File: src/rtl/led_scan_ndig.sv
// Time-multiplexed common-anode seven-segment driver for DIGITS digits.
// Provides per-slot brightness, a dark guard cycle, per-digit blanking/blinking and a frame pulse.
module led_scan_ndig #(
  parameter int unsigned DIGITS       = 8,
  parameter int unsigned SLOT_CYCLES  = 4,
  parameter int unsigned BLINK_FRAMES = 64,
  parameter int unsigned BW           = $clog2(SLOT_CYCLES)
) (
  input  logic                  C1K,
  input  logic                  RST,
  input  logic [4*DIGITS-1:0]   Val,
  input  logic [7*DIGITS-1:0]   Char,
  input  logic [DIGITS-1:0]     Cntrl,
  input  logic [DIGITS-1:0]     Brank,
  input  logic [DIGITS-1:0]     Blink,
  input  logic [DIGITS-1:0]     DPI,
  input  logic [BW-1:0]         Bright,
  output logic [DIGITS-1:0]     AN,
  output logic [6:0]            C,
  output logic                  DPO,
  output logic                  FrameSync
);

  localparam int unsigned SW = (SLOT_CYCLES > 1) ? $clog2(SLOT_CYCLES) : 1;
  localparam int unsigned DW = (DIGITS > 1) ? $clog2(DIGITS) : 1;
  localparam int unsigned FW = (BLINK_FRAMES > 1) ? $clog2(BLINK_FRAMES) : 1;

  localparam logic [SW-1:0] SLOT_LAST  = SW'(SLOT_CYCLES - 1);
  localparam logic [DW-1:0] DIG_LAST   = DW'(DIGITS - 1);
  localparam logic [FW-1:0] FRAME_LAST = FW'(BLINK_FRAMES - 1);
  localparam logic [BW-1:0] BRIGHT_MAX = BW'(SLOT_CYCLES - 1);

  // Active-low a..g pattern for a hex nibble.
  function automatic logic [6:0] hexdec(input logic [3:0] v);
    logic [6:0] seg;
    case (v)
      4'h0: seg = 7'b0000001;
      4'h1: seg = 7'b1001111;
      4'h2: seg = 7'b0010010;
      4'h3: seg = 7'b0000110;
      4'h4: seg = 7'b1001100;
      4'h5: seg = 7'b0100100;
      4'h6: seg = 7'b0100000;
      4'h7: seg = 7'b0001111;
      4'h8: seg = 7'b0000000;
      4'h9: seg = 7'b0000100;
      4'hA: seg = 7'b0001000;
      4'hB: seg = 7'b1100000;
      4'hC: seg = 7'b1110010;
      4'hD: seg = 7'b1000010;
      4'hE: seg = 7'b0110000;
      default: seg = 7'b0111000;
    endcase
    return seg;
  endfunction

  logic [SW-1:0]     slot, slot_nx;
  logic [DW-1:0]     dig, dig_nx;
  logic [FW-1:0]     frame, frame_nx;
  logic              blink_off, blink_off_nx;
  logic [BW-1:0]     on_len, on_len_nx;
  logic              slot_wrap, dig_wrap, frame_wrap;
  logic              blank;
  logic [6:0]        seg_nx;
  logic              dp_nx;
  logic [DIGITS-1:0] an_nx;

  // Counter advance and slot-0 capture values for the digit about to be shown.
  always_comb begin
    slot_wrap    = (slot == SLOT_LAST);
    dig_wrap     = slot_wrap && (dig == '0);
    frame_wrap   = dig_wrap && (frame == FRAME_LAST);
    slot_nx      = slot_wrap ? '0 : slot + SW'(1);
    dig_nx       = dig;
    if (slot_wrap) begin
      dig_nx = (dig == '0) ? DIG_LAST : dig - DW'(1);
    end
    frame_nx     = frame;
    if (dig_wrap) begin
      frame_nx = frame_wrap ? '0 : frame + FW'(1);
    end
    blink_off_nx = blink_off ^ frame_wrap;

    blank  = Brank[dig_nx] | (Blink[dig_nx] & blink_off_nx);
    seg_nx = Cntrl[dig_nx] ? Char[7*dig_nx +: 7] : hexdec(Val[4*dig_nx +: 4]);
    if (blank) begin
      seg_nx = 7'h7F;
    end
    dp_nx     = blank | ~DPI[dig_nx];
    on_len_nx = (32'(Bright) >= SLOT_CYCLES) ? BRIGHT_MAX : Bright;

    // Slot 0 stays dark, so the anode only follows the on-length captured earlier.
    an_nx = '1;
    if ((slot_nx != '0) && (32'(slot_nx) <= 32'(on_len))) begin
      an_nx[dig] = 1'b0;
    end
  end

  // State and registered pin drivers.
  always_ff @(posedge C1K or negedge RST) begin
    if (!RST) begin
      slot      <= '0;
      dig       <= DIG_LAST;
      frame     <= '0;
      blink_off <= 1'b0;
      on_len    <= '0;
      AN        <= '1;
      C         <= 7'h7F;
      DPO       <= 1'b1;
      FrameSync <= 1'b0;
    end else begin
      slot      <= slot_nx;
      dig       <= dig_nx;
      frame     <= frame_nx;
      blink_off <= blink_off_nx;
      AN        <= an_nx;
      FrameSync <= dig_wrap;
      if (slot_wrap) begin
        C      <= seg_nx;
        DPO    <= dp_nx;
        on_len <= on_len_nx;
      end
    end
  end

endmodule

File: config.mk
export PLATFORM = sky130hd
export DESIGN_NAME = led_scan_ndig
export DESIGN_NICKNAME = d
export VERILOG_FILES = /design/src/rtl/led_scan_ndig.sv
export SDC_FILE = /design/constraint.sdc
export NUM_CORES = 1
export LEC_CHECK = 0
export ABC_AREA = 1
export BUFFER_PORTS_ARGS = -buffer_cell sky130_fd_sc_hd__buf_2
export CAP_MARGIN = 40
export CORE_MARGIN = 5
export CORE_UTILIZATION = 35
export DETAILED_ROUTE_END_ITERATION = 8
export PLACE_DENSITY = 0.68
export SLEW_MARGIN = 0
export SYNTH_ARGS = -nofsm -noshare
export SYNTH_HDL_FRONTEND = slang
export SYNTH_SLANG_ARGS = --single-unit
export TNS_END_PERCENT = 30
File: constraint.sdc
create_clock -name C1K -period 2.47 [get_ports C1K]
set_clock_uncertainty 0.2 [all_clocks]
set_input_delay 0.247 -clock C1K [delete_from_list [all_inputs] [get_ports C1K]]
set_output_delay 0.247 -clock C1K [all_outputs]
set_load 0.01 [all_outputs]
Word-level counts from Yosys, hierarchy flattened

Memory sizes are Yosys's and may differ from the RTL's.
Cells that the tools add are included.

Memory bits (read-only): 112
Memories kept: 1
Output and inout port bits: 17
Register bits after elaboration: 31

Memory list:

| memory          | depth | width | rd ports | clocked after Yosys merged registers in | write ports | line | RTL |
|---|---|---|---|---|---|---|---|
| (no name shown) | 16    | 7     | 1        | 0                                       | 0           | 36   | `case (v)` |

Eq/ne operators: 2
Reduce and logical (&&, ||, !) cells: 6
Multiplexer cells: 17
Bitwise gates (word level): 6
Shift-type cells: 2
Order comparisons: 4
$mul: 1
Add/sub/neg operators: 3

Operators by type and width:

| kind                                                 | number |
|---|---|
| variable part select 56 x 7 -> 7 bit                 | 1 |
| variable part select 32 x 6 -> 4 bit                 | 1 |
| 2-to-1 mux 7 bit                                     | 2 |
| binary-select mux 1 bit (select 3 bit)               | 4 |
| < comparator 3 x 4 -> 1 bit (second input constant)  | 2 |
| 2-to-1 mux 8 bit                                     | 1 |
| NOT 8 bit                                            | 1 |
| adder 6 x 1 -> 6 bit (second input constant)         | 1 |
| == test 6 bit (second input constant)                | 1 |
| multiplier 3 x 3 -> 6 bit (first input constant)     | 1 |
| 2-to-1 mux 3 bit                                     | 2 |
| 2-to-1 mux 6 bit                                     | 1 |
| 2-to-1 mux 1 bit                                     | 5 |
| logical AND 1 bit                                    | 4 |
| demux 1 bit (select 3 bit)                           | 1 |
| >= comparator 3 x 1 -> 1 bit (second input constant) | 1 |
| logical NOT 3 bit                                    | 1 |
| subtractor 3 x 1 -> 3 bit (second input constant)    | 1 |
| adder 2 x 1 -> 2 bit (second input constant)         | 1 |
| == test 2 bit (second input constant)                | 1 |
| less-or-equal comparator 2 bit                       | 1 |
| 2-to-1 mux 2 bit                                     | 1 |
| bitwise OR 1 bit                                     | 2 |
| nonzero test 2 bit                                   | 1 |
| other kinds (3)                                      | 3 |

Longest topological paths before layout

Gate-level depths: netlist of run 1.

Depth in word-level cells: 8
Depth in mapped cells: 20
Mapped depth without buffers: 18

Worst setup path before layout of run 1

OpenSTA, ideal clock, no wires.

Path kind: register to register
Start: register dig[0]
End: register C[5]
Stages on the path, launching flop included: 20
Setup time: 0.067 ns
Path slack: -0.148 ns
Buffers on the path: 1
Arrival: 2.351 ns
Cells stage by stage: dfstp_2 -> inv_1 -> ha_1 -> inv_1 -> nor2_2 -> nand2_4 -> nand2_2 -> nor2_4 -> inv_4 -> buf_4 -> nand3_1 -> o21ai_2 -> inv_1 -> ha_1 -> inv_1 -> nor2_1 -> nand2_1 -> nand3_1 -> nor2_1 -> nor2_1

Longest elaborated chain between the ends: 8
Elaborated cells between the ends (all ways): 21
Classes of those cells: add/sub (1); mul (1); shift (2); mux (10); bitwise (3); reduce/logical (3); memory (1)

RTL lines:

| what                                                                              | line | RTL |
|---|---|---|
| from (decl)                                                                       | 58   | `logic [DW-1:0] dig, dig_nx;` |
| from (signal assigned)                                                            | 113  | `dig <= dig_nx;` |
| subtractor 3 x 1 -> 3 bit / logical NOT 3 bit (equally long branches)             | 76   | `dig_nx = (dig == '0) ? DIG_LAST : dig - DW'(1);` |
| 2-to-1 mux 3 bit (*)                                                              | 76   |  |
| 2-to-1 mux 3 bit (*)                                                              | 75   | `if (slot_wrap) begin` |
| named net dig_nx[2]                                                               | 58   |  |
| parallel branches: the longest is 4 deep, another holds multiplier 3 x 3 -> 6 bit | n/a  |  |
| 2-to-1 mux 7 bit (*)                                                              | 86   | `if (blank) begin` |
| to (signal assigned)                                                              | 119  | `C <= seg_nx;` |
| to (decl)                                                                         | 19   | `output logic [6:0] C,` |

Mark *: on every way through the listed nets, which the timed path passes. The select of a mux whose other input is x is not followed.
A chain may end at the register's enable or synchronous reset.

Worst setup path in the final report of run 1

Start: register dig[0]
End: register C[3]

Longest elaborated chain between the ends: 8
Elaborated cells between the ends (all ways): 21
Classes of those cells: add/sub (1); mul (1); shift (2); mux (10); bitwise (3); reduce/logical (3); memory (1)

RTL lines:

| what                                                                              | line |
|---|---|
| parallel branches: the longest is 7 deep, another holds multiplier 3 x 3 -> 6 bit | n/a |
| 2-to-1 mux 7 bit (*)                                                              | 86 |

Every way passes the cells marked *. The select of a mux whose other input is x is not followed.

==> metrics.txt, run 1 <==
# TYPE chip_impl_metric gauge
chip_impl_metric{name="synth-seq-area-share",unit=""} 0.2443
chip_impl_info{name="postSynth.topFlopCell",value="sky130_fd_sc_hd__dfstp_2"} 1
chip_impl_metric{name="route.detailed.vias_per_inst",unit=""} 4.780
chip_impl_metric{name="timing_worst_slew_pin_value",unit="ns"} 0.6666
chip_impl_info{name="rsz_0062_raised_after_global_routing",value="yes"} 1
chip_impl_metric{name="design.core.area",unit="mm²"} 0.009196
chip_impl_metric{name="critical_path.max_fanout",unit=""} 8
chip_impl_metric{name="start_util",unit=""} 0.3559
chip_impl_metric{name="ctsLongestPathBuffers",unit=""} 2
chip_impl_info{name="status",value="finished with violations"} 1
chip_impl_metric{name="power_leakage",unit="nW"} 2.566
chip_impl_metric{name="synth_async_sr_flop_share",unit=""} 1.000
chip_impl_metric{name="floorplan.rows",unit=""} 35
chip_impl_metric{name="final_instance_count_excl_fillers",unit=""} 804
chip_impl_metric{name="crit_path_required_time",unit="ns"} 2.49
chip_impl_info{name="crit_chain",value="inv_4 > ha_4 > nand2_4 > o21ai_4 > nand3_2 > nand3_4 > o21ai_4 > buf_6 > ha_4 > nand2_1 > nand2_1 > nand2_1 > nand3_1 > nand2_1 > inv_1"} 1
chip_impl_metric{name="syn_area",unit="mm²"} 0.003273
chip_impl_metric{name="die_width",unit="µm"} 106.7
chip_impl_info{name="startpoint_class",value="flip-flop"} 1
chip_impl_metric{name="report.final.hold_viol_count",unit=""} 0
chip_impl_metric{name="synthToLayoutAreaGrowth",unit="%"} 41.59
chip_impl_info{name="synth_top_cell_by_area",value="sky130_fd_sc_hd__nand2_1"} 1
chip_impl_metric{name="critPathArrivalTime",unit="ns"} 2.56
chip_impl_metric{name="portBuffers",unit=""} 140
chip_impl_metric{name="grt_antenna_before_repair",unit=""} 0
chip_impl_metric{name="synthesis.instances",unit=""} 525
chip_impl_metric{name="cts-buffers-inserted",unit=""} 5
chip_impl_metric{name="grt_pass1_wl",unit="µm"} 17260
chip_impl_metric{name="tritoncts_num_sinks",unit=""} 31
chip_impl_info{name="synthMostInstantiatedCell",value="sky130_fd_sc_hd__nand2_1"} 1
chip_impl_metric{name="gp_congestion",unit=""} 0.9227
chip_impl_metric{name="critical_path.n_buffers_inverters",unit=""} 3
chip_impl_metric{name="synthesis.yosys.warnings",unit=""} 0
chip_impl_metric{name="cts.clk_slew.worst_paths",unit="ns"} 0.06
chip_impl_info{name="category_of_the_worst_setup_path_capture_point",value="flip-flop"} 1
chip_impl_metric{name="dieHeight",unit="µm"} 106.7
chip_impl_info{name="critPathTopFamily",value="simple AND/OR/NAND/NOR gates"} 1
chip_impl_metric{name="wl_per_cell",unit="µm"} 12.63
chip_impl_metric{name="synth.top_cell.area_share",unit=""} 0.2076
chip_impl_metric{name="maxSlewViolCount",unit=""} 0
chip_impl_metric{name="timing.final.setup_violations",unit=""} 5
chip_impl_info{name="highest_layer",value="met4"} 1
chip_impl_metric{name="globalRouteOverflowTotal",unit=""} 0
chip_impl_metric{name="antenna_cells_inserted",unit=""} 0
chip_impl_metric{name="layout_setup_ws",unit="ns"} -0.06616
chip_impl_info{name="post_synth_most_frequent_cells",value="sky130_fd_sc_hd__nand2_1, sky130_fd_sc_hd__nand3_1, sky130_fd_sc_hd__inv_1, sky130_fd_sc_hd__nor2_1, sky130_fd_sc_hd__nand3b_1"} 1
chip_impl_metric{name="detail_route.drc_violations",unit=""} 0
chip_impl_metric{name="clock.fmax",unit="MHz"} 394.3
chip_impl_info{name="cp_common_cell",value="sky130_fd_sc_hd__nand2_1"} 1
chip_impl_metric{name="dpl_cell_area",unit="mm²"} 0.004320
chip_impl_metric{name="worst_ir_drop_vdd",unit="V"} 0.0001696
chip_impl_metric{name="insertion_delay",unit="ns"} 0.27
chip_impl_metric{name="wirelength_met1",unit="µm"} 4281
chip_impl_metric{name="synth_area_per_cell",unit="µm²"} 6.235
chip_impl_metric{name="dieArea",unit="mm²"} 0.01139
chip_impl_metric{name="drtPass1Iterations",unit=""} 4
chip_impl_metric{name="postSynthRegisterBits",unit=""} 31
chip_impl_metric{name="place_inst",unit=""} 787
chip_impl_metric{name="headroom_to_the_max_slew_limit",unit=""} 0.5556
chip_impl_info{name="cts-root-buf",value="sky130_fd_sc_hd__clkbuf_8"} 1
chip_impl_metric{name="cts_htree_levels",unit=""} 2
chip_impl_metric{name="timing.final.crit_share",unit=""} 1.027
chip_impl_metric{name="route.vias.total",unit=""} 3843
chip_impl_metric{name="fraction_of_final_layout_cells_sized_beyond_drive_strength_1",unit=""} 0.3911
chip_impl_metric{name="dr.first_iter.drc_count",unit=""} 177
chip_impl_metric{name="met2_wirelength",unit="µm"} 5102
chip_impl_info{name="min_path_type",value="flip-flop to flip-flop"} 1
chip_impl_metric{name="via_count_of_the_first_global_routing_pass",unit=""} 3895
chip_impl_info{name="clock_tree_from_tritoncts",value="built"} 1
chip_impl_metric{name="timing.hold.ws",unit="ns"} 0.2576
chip_impl_metric{name="ant_nets",unit=""} 0
chip_impl_metric{name="wl",unit="µm"} 10160
chip_impl_info{name="cpMaxStageDelayCell",value="sky130_fd_sc_hd__dfstp_2"} 1
chip_impl_metric{name="fillCellCount",unit=""} 960
chip_impl_metric{name="largest_net_degree_at_the_start_of_global_routing",unit=""} 32
chip_impl_metric{name="design.portCount",unit=""} 141
chip_impl_info{name="yosys-top-cells-area",value="sky130_fd_sc_hd__nand2_1, sky130_fd_sc_hd__dfstp_2, sky130_fd_sc_hd__nand3_1"} 1
chip_impl_metric{name="finish.net_count",unit=""} 830
chip_impl_metric{name="min_period",unit="ns"} 2.536
chip_impl_metric{name="synth_nets",unit=""} 663
chip_impl_metric{name="met3WireLength",unit="µm"} 629
chip_impl_metric{name="postLayoutCellArea",unit="mm²"} 0.004634
chip_impl_metric{name="maxCapViolations",unit=""} 0
chip_impl_info{name="critPathKind",value="flip-flop to flip-flop"} 1
chip_impl_info{name="failed_checks",value="negative setup slack"} 1
chip_impl_metric{name="number_of_enable_type_register_cells_in_the_synthesized_netlist",unit=""} 0
chip_impl_metric{name="fin_tns_setup",unit="ns"} -0.1963
chip_impl_metric{name="netlist-cell-type-count",unit=""} 34
chip_impl_metric{name="cellPowerDensity",unit="mW/mm²"} 272.8
chip_impl_metric{name="detailedPlacementHpwl",unit="µm"} 8302
chip_impl_metric{name="final_util",unit=""} 0.5039
chip_impl_metric{name="grtUsageTotal",unit=""} 0.1812
chip_impl_metric{name="critPathMaxStageDelay",unit="ns"} 0.56
[layout make-up]
cell class | instances | area (µm²) | share of cell area
clock buffers | 8 | 100.1 | 0.02160
inverters | 65 | 254.0 | 0.05481
multi-input cells | 403 | 2241 | 0.4835
flip-flops and latches | 31 | 799.5 | 0.1725
well taps | 111 | 138.9 | 0.02997
repair buffers | 186 | 1101 | 0.2376
[cell usage in the layout, fill, tap and decap left out, drive strengths merged]
cell         Yosys  routed
nand3           90      90
a31oi            1       1
inv             65      65
or2              2       2
nand3b          24      24
o221ai           1       1
nor2            45      45
nand4            1       1
o211ai           6       6
xor2             1       1
a21oi            6       6
nand2          195     195
clkbuf           3       8
dfstp           19      19
o21ai           14      14
buf             23     183
ha              14      14
xnor2            2       2
nor3b            1       1
dlygate4sd3      0       3
dfrtp           12      12
[power breakdown]
group          internal, mW  total, mW  leakage, nW  switching, mW
logic                 0.155      0.303         2.16          0.148
clock network         0.254      0.426       0.0515          0.172
registers             0.529      0.536        0.353        0.00648
[layer usage]
metal	GRT usage	vias up
li1	-	1991
met1	0.2249	1714
met2	0.3237	126
met3	0.03131	12
met4	0.04658	0
met5	0	-
[worst reg2reg max path: stages, from the launching register on]
cell                      delay [ns]
sky130_fd_sc_hd__dfstp_2        0.56
sky130_fd_sc_hd__inv_4          0.05
sky130_fd_sc_hd__ha_4           0.26
sky130_fd_sc_hd__nand2_4        0.05
sky130_fd_sc_hd__o21ai_4        0.31
sky130_fd_sc_hd__nand3_2        0.15
sky130_fd_sc_hd__nand3_4        0.09
sky130_fd_sc_hd__o21ai_4        0.09
sky130_fd_sc_hd__buf_6          0.13
sky130_fd_sc_hd__ha_4           0.27
sky130_fd_sc_hd__nand2_1        0.05
sky130_fd_sc_hd__nand2_1        0.06
sky130_fd_sc_hd__nand2_1        0.05
sky130_fd_sc_hd__nand3_1        0.07
sky130_fd_sc_hd__nand2_1        0.05
sky130_fd_sc_hd__inv_1          0.04
[state kept, by name, indices dropped and copies added, names as in the netlist]
signal	flops
frame	6
slot	2
blink_off	1
FrameSync	1
on_len	2
C	7
dig	3
AN	8
DPO	1
[worst paths after layout]
path,from,end,slack (ns),cells after the start
min in group asynchronous,RST,frame[5]$_DFFE_PN0P_,0.34,2
worst max register to register,dig[0]$_DFF_PN1_,C[3]$_DFFE_PN1N_,-0.07,15
worst min-delay path,frame[5]$_DFFE_PN0P_,frame[5]$_DFFE_PN0P_,0.26,1
max in group asynchronous,RST,frame[2]$_DFFE_PN0P_,1.30,2
worst min register to register,frame[5]$_DFFE_PN0P_,frame[5]$_DFFE_PN0P_,0.26,1
worst max-delay path,dig[0]$_DFF_PN1_,C[3]$_DFFE_PN1N_,-0.07,15
[what timing repair did]
| action | 4_1_cts | 5_1_grt |
|---|---|---|
| pin swaps | 6 | 21 |
| resized for setup | 15 | 20 |
| endpoints found under the setup margin | 8 | 8 |
| setup buffers | 5 | 1 |
| hold buffers | 3 | 0 |
| endpoints found under the hold margin | 14 | 0 |
[cells by family (layout without fill, tap and decap cells)]
family | after synthesis | after routing | synth area share
adder cells (fa/ha/maj) | 14 | 14 | 0.05352
buffers and inverters | 91 | 259 | 0.1273
flip-flops | 31 | 31 | 0.2443
AND/OR/NAND/NOR | 358 | 358 | 0.5134
XOR/XNOR | 3 | 3 | 0.01032
AO/OA/AOI/OAI | 28 | 28 | 0.05123
[metrics by stage]
step,setup slack (ns),power (mW)
5_1_grt,-0.1953,1.342
3_3_place_gp,-0.03205,0.8234
4_1_cts,0.003830,1.274
3_5_place_dp,-0.1239,0.8290
6_report,-0.06616,1.264
2_1_floorplan,0.002545,0.6817
(Power assumes the default switching activity.)
==> inputs of run 2 (changes only) <==
Settings changed: CORE_ASPECT_RATIO set to 0.9.
==> run 2 against run 1 <==
  * The run still ends with negative setup slack left
  * Sequential power about the same
  * Core utilization up 1.7 points
  * Clock-buffer cell count fell by 2
  * Routed wire length is 0.63% higher
  * Flip-flop and latch count unchanged
  * Global-route usage down 1.0 points
  * Non-clock buffer count increased by 8
  * Setup slack improved by 0.042 ns
  * Clock power increased by 19%
  * Die area barely moved
  * Register-to-register slack improved by 0.04 ns
  * Critical endpoint is now C[1]$_DFFE_PN1N_
==> metrics.txt, run 2 (same netlist as run 1, synthesis figures left out) <==
# TYPE chip_impl_metric gauge
chip_impl_metric{name="grt_pass1_wl",unit="µm"} 16610
chip_impl_metric{name="gp_congestion",unit=""} 0.8544
chip_impl_metric{name="report.final.hold_viol_count",unit=""} 0
chip_impl_info{name="mostFrequentLayoutCells",value="sky130_fd_sc_hd__nand2_1, sky130_fd_sc_hd__buf_2, sky130_fd_sc_hd__nand3_1, sky130_fd_sc_hd__inv_1, sky130_fd_sc_hd__buf_4"} 1
chip_impl_metric{name="drtPass1Iterations",unit=""} 5
chip_impl_metric{name="largest_net_degree_at_the_start_of_global_routing",unit=""} 33
chip_impl_metric{name="ctsLongestPathBuffers",unit=""} 2
chip_impl_metric{name="min_period",unit="ns"} 2.494
chip_impl_metric{name="floorplan.rows",unit=""} 33
chip_impl_metric{name="maxSlewViolCount",unit=""} 0
chip_impl_info{name="startpoint_class",value="flip-flop"} 1
chip_impl_metric{name="design.portCount",unit=""} 141
chip_impl_metric{name="clock.fmax",unit="MHz"} 400.9
chip_impl_metric{name="fin_total_pwr",unit="mW"} 1.348
chip_impl_metric{name="ant_nets",unit=""} 0
chip_impl_metric{name="cellPowerDensity",unit="mW/mm²"} 283.3
chip_impl_info{name="category_of_the_worst_setup_path_capture_point",value="flip-flop"} 1
chip_impl_metric{name="worst_ir_drop_vdd",unit="V"} 0.0002926
chip_impl_metric{name="design.core.area",unit="mm²"} 0.009125
chip_impl_metric{name="insertion_delay",unit="ns"} 0.28
chip_impl_info{name="cts-root-buf",value="sky130_fd_sc_hd__clkbuf_8"} 1
chip_impl_metric{name="seqCellArea",unit="µm²"} 799.5
chip_impl_metric{name="power_leakage",unit="nW"} 2.630
chip_impl_metric{name="fin_tns_setup",unit="ns"} -0.05127
chip_impl_metric{name="cts-buffers-inserted",unit=""} 5
chip_impl_info{name="rsz_0062_raised_after_global_routing",value="yes"} 1
chip_impl_metric{name="grt_antenna_before_repair",unit=""} 0
chip_impl_metric{name="p_clk_frac",unit=""} 0.377
chip_impl_metric{name="tritoncts_num_sinks",unit=""} 31
chip_impl_metric{name="cts.clk_slew.worst_paths",unit="ns"} 0.06
chip_impl_metric{name="final_util",unit=""} 0.5213
chip_impl_metric{name="via_count_of_the_first_global_routing_pass",unit=""} 3799
chip_impl_metric{name="portBuffers",unit=""} 140
chip_impl_info{name="cp_common_cell",value="sky130_fd_sc_hd__nand2_1"} 1
chip_impl_metric{name="timing.final.crit_share",unit=""} 1.010
chip_impl_info{name="min_path_type",value="primary input to flip-flop"} 1
chip_impl_info{name="critPathKind",value="flip-flop to flip-flop"} 1
chip_impl_metric{name="postLayoutCellArea",unit="mm²"} 0.004757
chip_impl_metric{name="cts_htree_levels",unit=""} 2
chip_impl_info{name="status",value="finished with violations"} 1
chip_impl_metric{name="timing.final.setup_violations",unit=""} 3
chip_impl_metric{name="headroom_to_the_max_slew_limit",unit=""} 0.5517
chip_impl_metric{name="fraction_of_final_layout_cells_sized_beyond_drive_strength_1",unit=""} 0.3951
chip_impl_metric{name="finish.net_count",unit=""} 838
chip_impl_info{name="biggestRegsByFlops",value="AN: 8 flops, C: 7 flops, frame: 6 flops"} 1
chip_impl_metric{name="fillCellCount",unit=""} 886
chip_impl_metric{name="dieHeight",unit="µm"} 101.7
chip_impl_metric{name="critPathArrivalTime",unit="ns"} 2.50
chip_impl_metric{name="detail_route.drc_violations",unit=""} 0
chip_impl_metric{name="combinationalPowerShare",unit=""} 0.225
chip_impl_metric{name="layout_setup_ws",unit="ns"} -0.02430
chip_impl_metric{name="synthToLayoutAreaGrowth",unit="%"} 45.34
chip_impl_metric{name="seq_power_share",unit=""} 0.398
chip_impl_metric{name="pre_cts_slack",unit="ns"} -0.04497
chip_impl_metric{name="internal-power",unit="mW"} 1.010
chip_impl_info{name="cpMaxStageDelayCell",value="sky130_fd_sc_hd__dfstp_2"} 1
chip_impl_metric{name="critPathMaxStageDelay",unit="ns"} 0.54
chip_impl_metric{name="detailedPlacementHpwl",unit="µm"} 8204
chip_impl_metric{name="start_util",unit=""} 0.3587
chip_impl_info{name="failed_checks",value="negative setup slack"} 1
chip_impl_metric{name="route.detailed.vias_per_inst",unit=""} 4.770
chip_impl_metric{name="timing_worst_slew_pin_value",unit="ns"} 0.6725
chip_impl_info{name="top_register",value="AN"} 1
chip_impl_metric{name="dpl_cell_area",unit="mm²"} 0.004337
chip_impl_metric{name="wl",unit="µm"} 10220
chip_impl_metric{name="maxCapViolations",unit=""} 0
chip_impl_metric{name="largest_register_ff_count",unit=""} 8
chip_impl_metric{name="power_switching",unit="mW"} 0.3373
chip_impl_metric{name="dieArea",unit="mm²"} 0.01139
chip_impl_metric{name="dr.first_iter.drc_count",unit=""} 351
chip_impl_metric{name="antenna_cells_inserted",unit=""} 0
chip_impl_info{name="clock_tree_from_tritoncts",value="built"} 1
chip_impl_metric{name="wl_per_cell",unit="µm"} 12.42
chip_impl_metric{name="crit_path_required_time",unit="ns"} 2.48
chip_impl_metric{name="route.vias.total",unit=""} 3926
chip_impl_metric{name="die_width",unit="µm"} 111.9
chip_impl_info{name="final_common_cell",value="sky130_fd_sc_hd__nand2_1"} 1
chip_impl_metric{name="p_sw_frac",unit=""} 0.2503
chip_impl_metric{name="grtUsageTotal",unit=""} 0.1708
chip_impl_metric{name="globalRouteOverflowTotal",unit=""} 0
chip_impl_metric{name="multiInputGateArea",unit="mm²"} 0.002267
chip_impl_metric{name="critical_path.max_fanout",unit=""} 7
chip_impl_info{name="crit_chain",value="inv_2 > ha_4 > nand2_4 > o21ai_4 > buf_12 > nand3_4 > nand3_4 > o21ai_4 > buf_4 > ha_1 > inv_1 > nand2_1 > nand2_1 > nand2_1 > nand2_1 > nor2_1 > nor2_1"} 1
[run 2: changes by cell type in the layout (fill, tap and decap cells not counted), sizes merged]
| cell | previous run | this run |
|---|---|---|
| buf | 183 | 191 |
| clkbuf | 8 | 6 |
| bufinv | 0 | 1 |
| clkinv | 0 | 1 |
[run 2: worst paths after layout]
| kind | start | to | slack [ns] | cells past startpoint |
|---|---|---|---|---|
| min in group asynchronous | RST | on_len[1]$_DFFE_PN0N_ | 0.34 | 2 |
| min | DPI[3] | DPO$_DFFE_PN1N_ | 0.28 | 6 |
| max | dig[1]$_DFF_PN1_ | C[1]$_DFFE_PN1N_ | -0.02 | 17 |
| max reg2reg | dig[1]$_DFF_PN1_ | C[1]$_DFFE_PN1N_ | -0.02 | 17 |
| min reg2reg | on_len[0]$_DFFE_PN0N_ | on_len[0]$_DFFE_PN0N_ | 0.29 | 2 |
| max in group asynchronous | RST | blink_off$_DFF_PN0_ | 1.29 | 2 |
[run 2: through the flow]
step                      hold slack, ns  instances
final                             0.2840        823
after global routing              0.3089        823
after CTS                         0.2772        812
after detailed placement          0.1241        800
after global placement            0.1166        800
after floorplan                  -0.2486        525
[run 2: layer usage]
layer  vias up  GRT usage  part of all wire
met5         -          0                 0
met4         0    0.03142             0.010
met3        10    0.03286             0.062
met2       121     0.3171              0.51
met1      1793     0.2089              0.42
li1       2002          -                 -
[run 2: critical path: cells and delay by family, from the launching register on]
| kind | cells | cell delay [ns] |
|---|---|---|
| and+or+nand+nor | 9 | 0.57 |
| DFF | 1 | 0.54 |
| adders and majority gates | 2 | 0.45 |
| buffers and inverters | 4 | 0.40 |
| AOI/OAI and AO/OA | 2 | 0.26 |
[run 2: timing repair]
| item | 4_1_cts | 5_1_grt |
|---|---|---|
| hold endpoints to repair | 14 | 0 |
| endpoints found under the setup margin | 6 | 8 |
| pin swaps | 7 | 25 |
| hold buffers | 3 | 0 |
| gates resized for setup | 13 | 24 |
| setup buffers | 1 | 11 |
[run 2: power by group through the flow]
stage,Combinational (mW),Clock [mW],Sequential (mW)
2_1_floorplan,0.133,0,0.549
3_3_place_gp,0.283,0,0.545
3_5_place_dp,0.286,0,0.545
4_1_cts,0.291,0.523,0.537
5_1_grt,0.341,0.545,0.538
6_report,0.303,0.509,0.537
[run 2: area by class of cell]
class | instances | share of cell area
clock buffer | 6 | 0.01736
inverter | 65 | 0.05339
sequential | 31 | 0.1681
multi-input combinational | 403 | 0.4766
tap | 122 | 0.03209
clock inverter | 2 | 0.007365
timing repair buffer | 194 | 0.2451
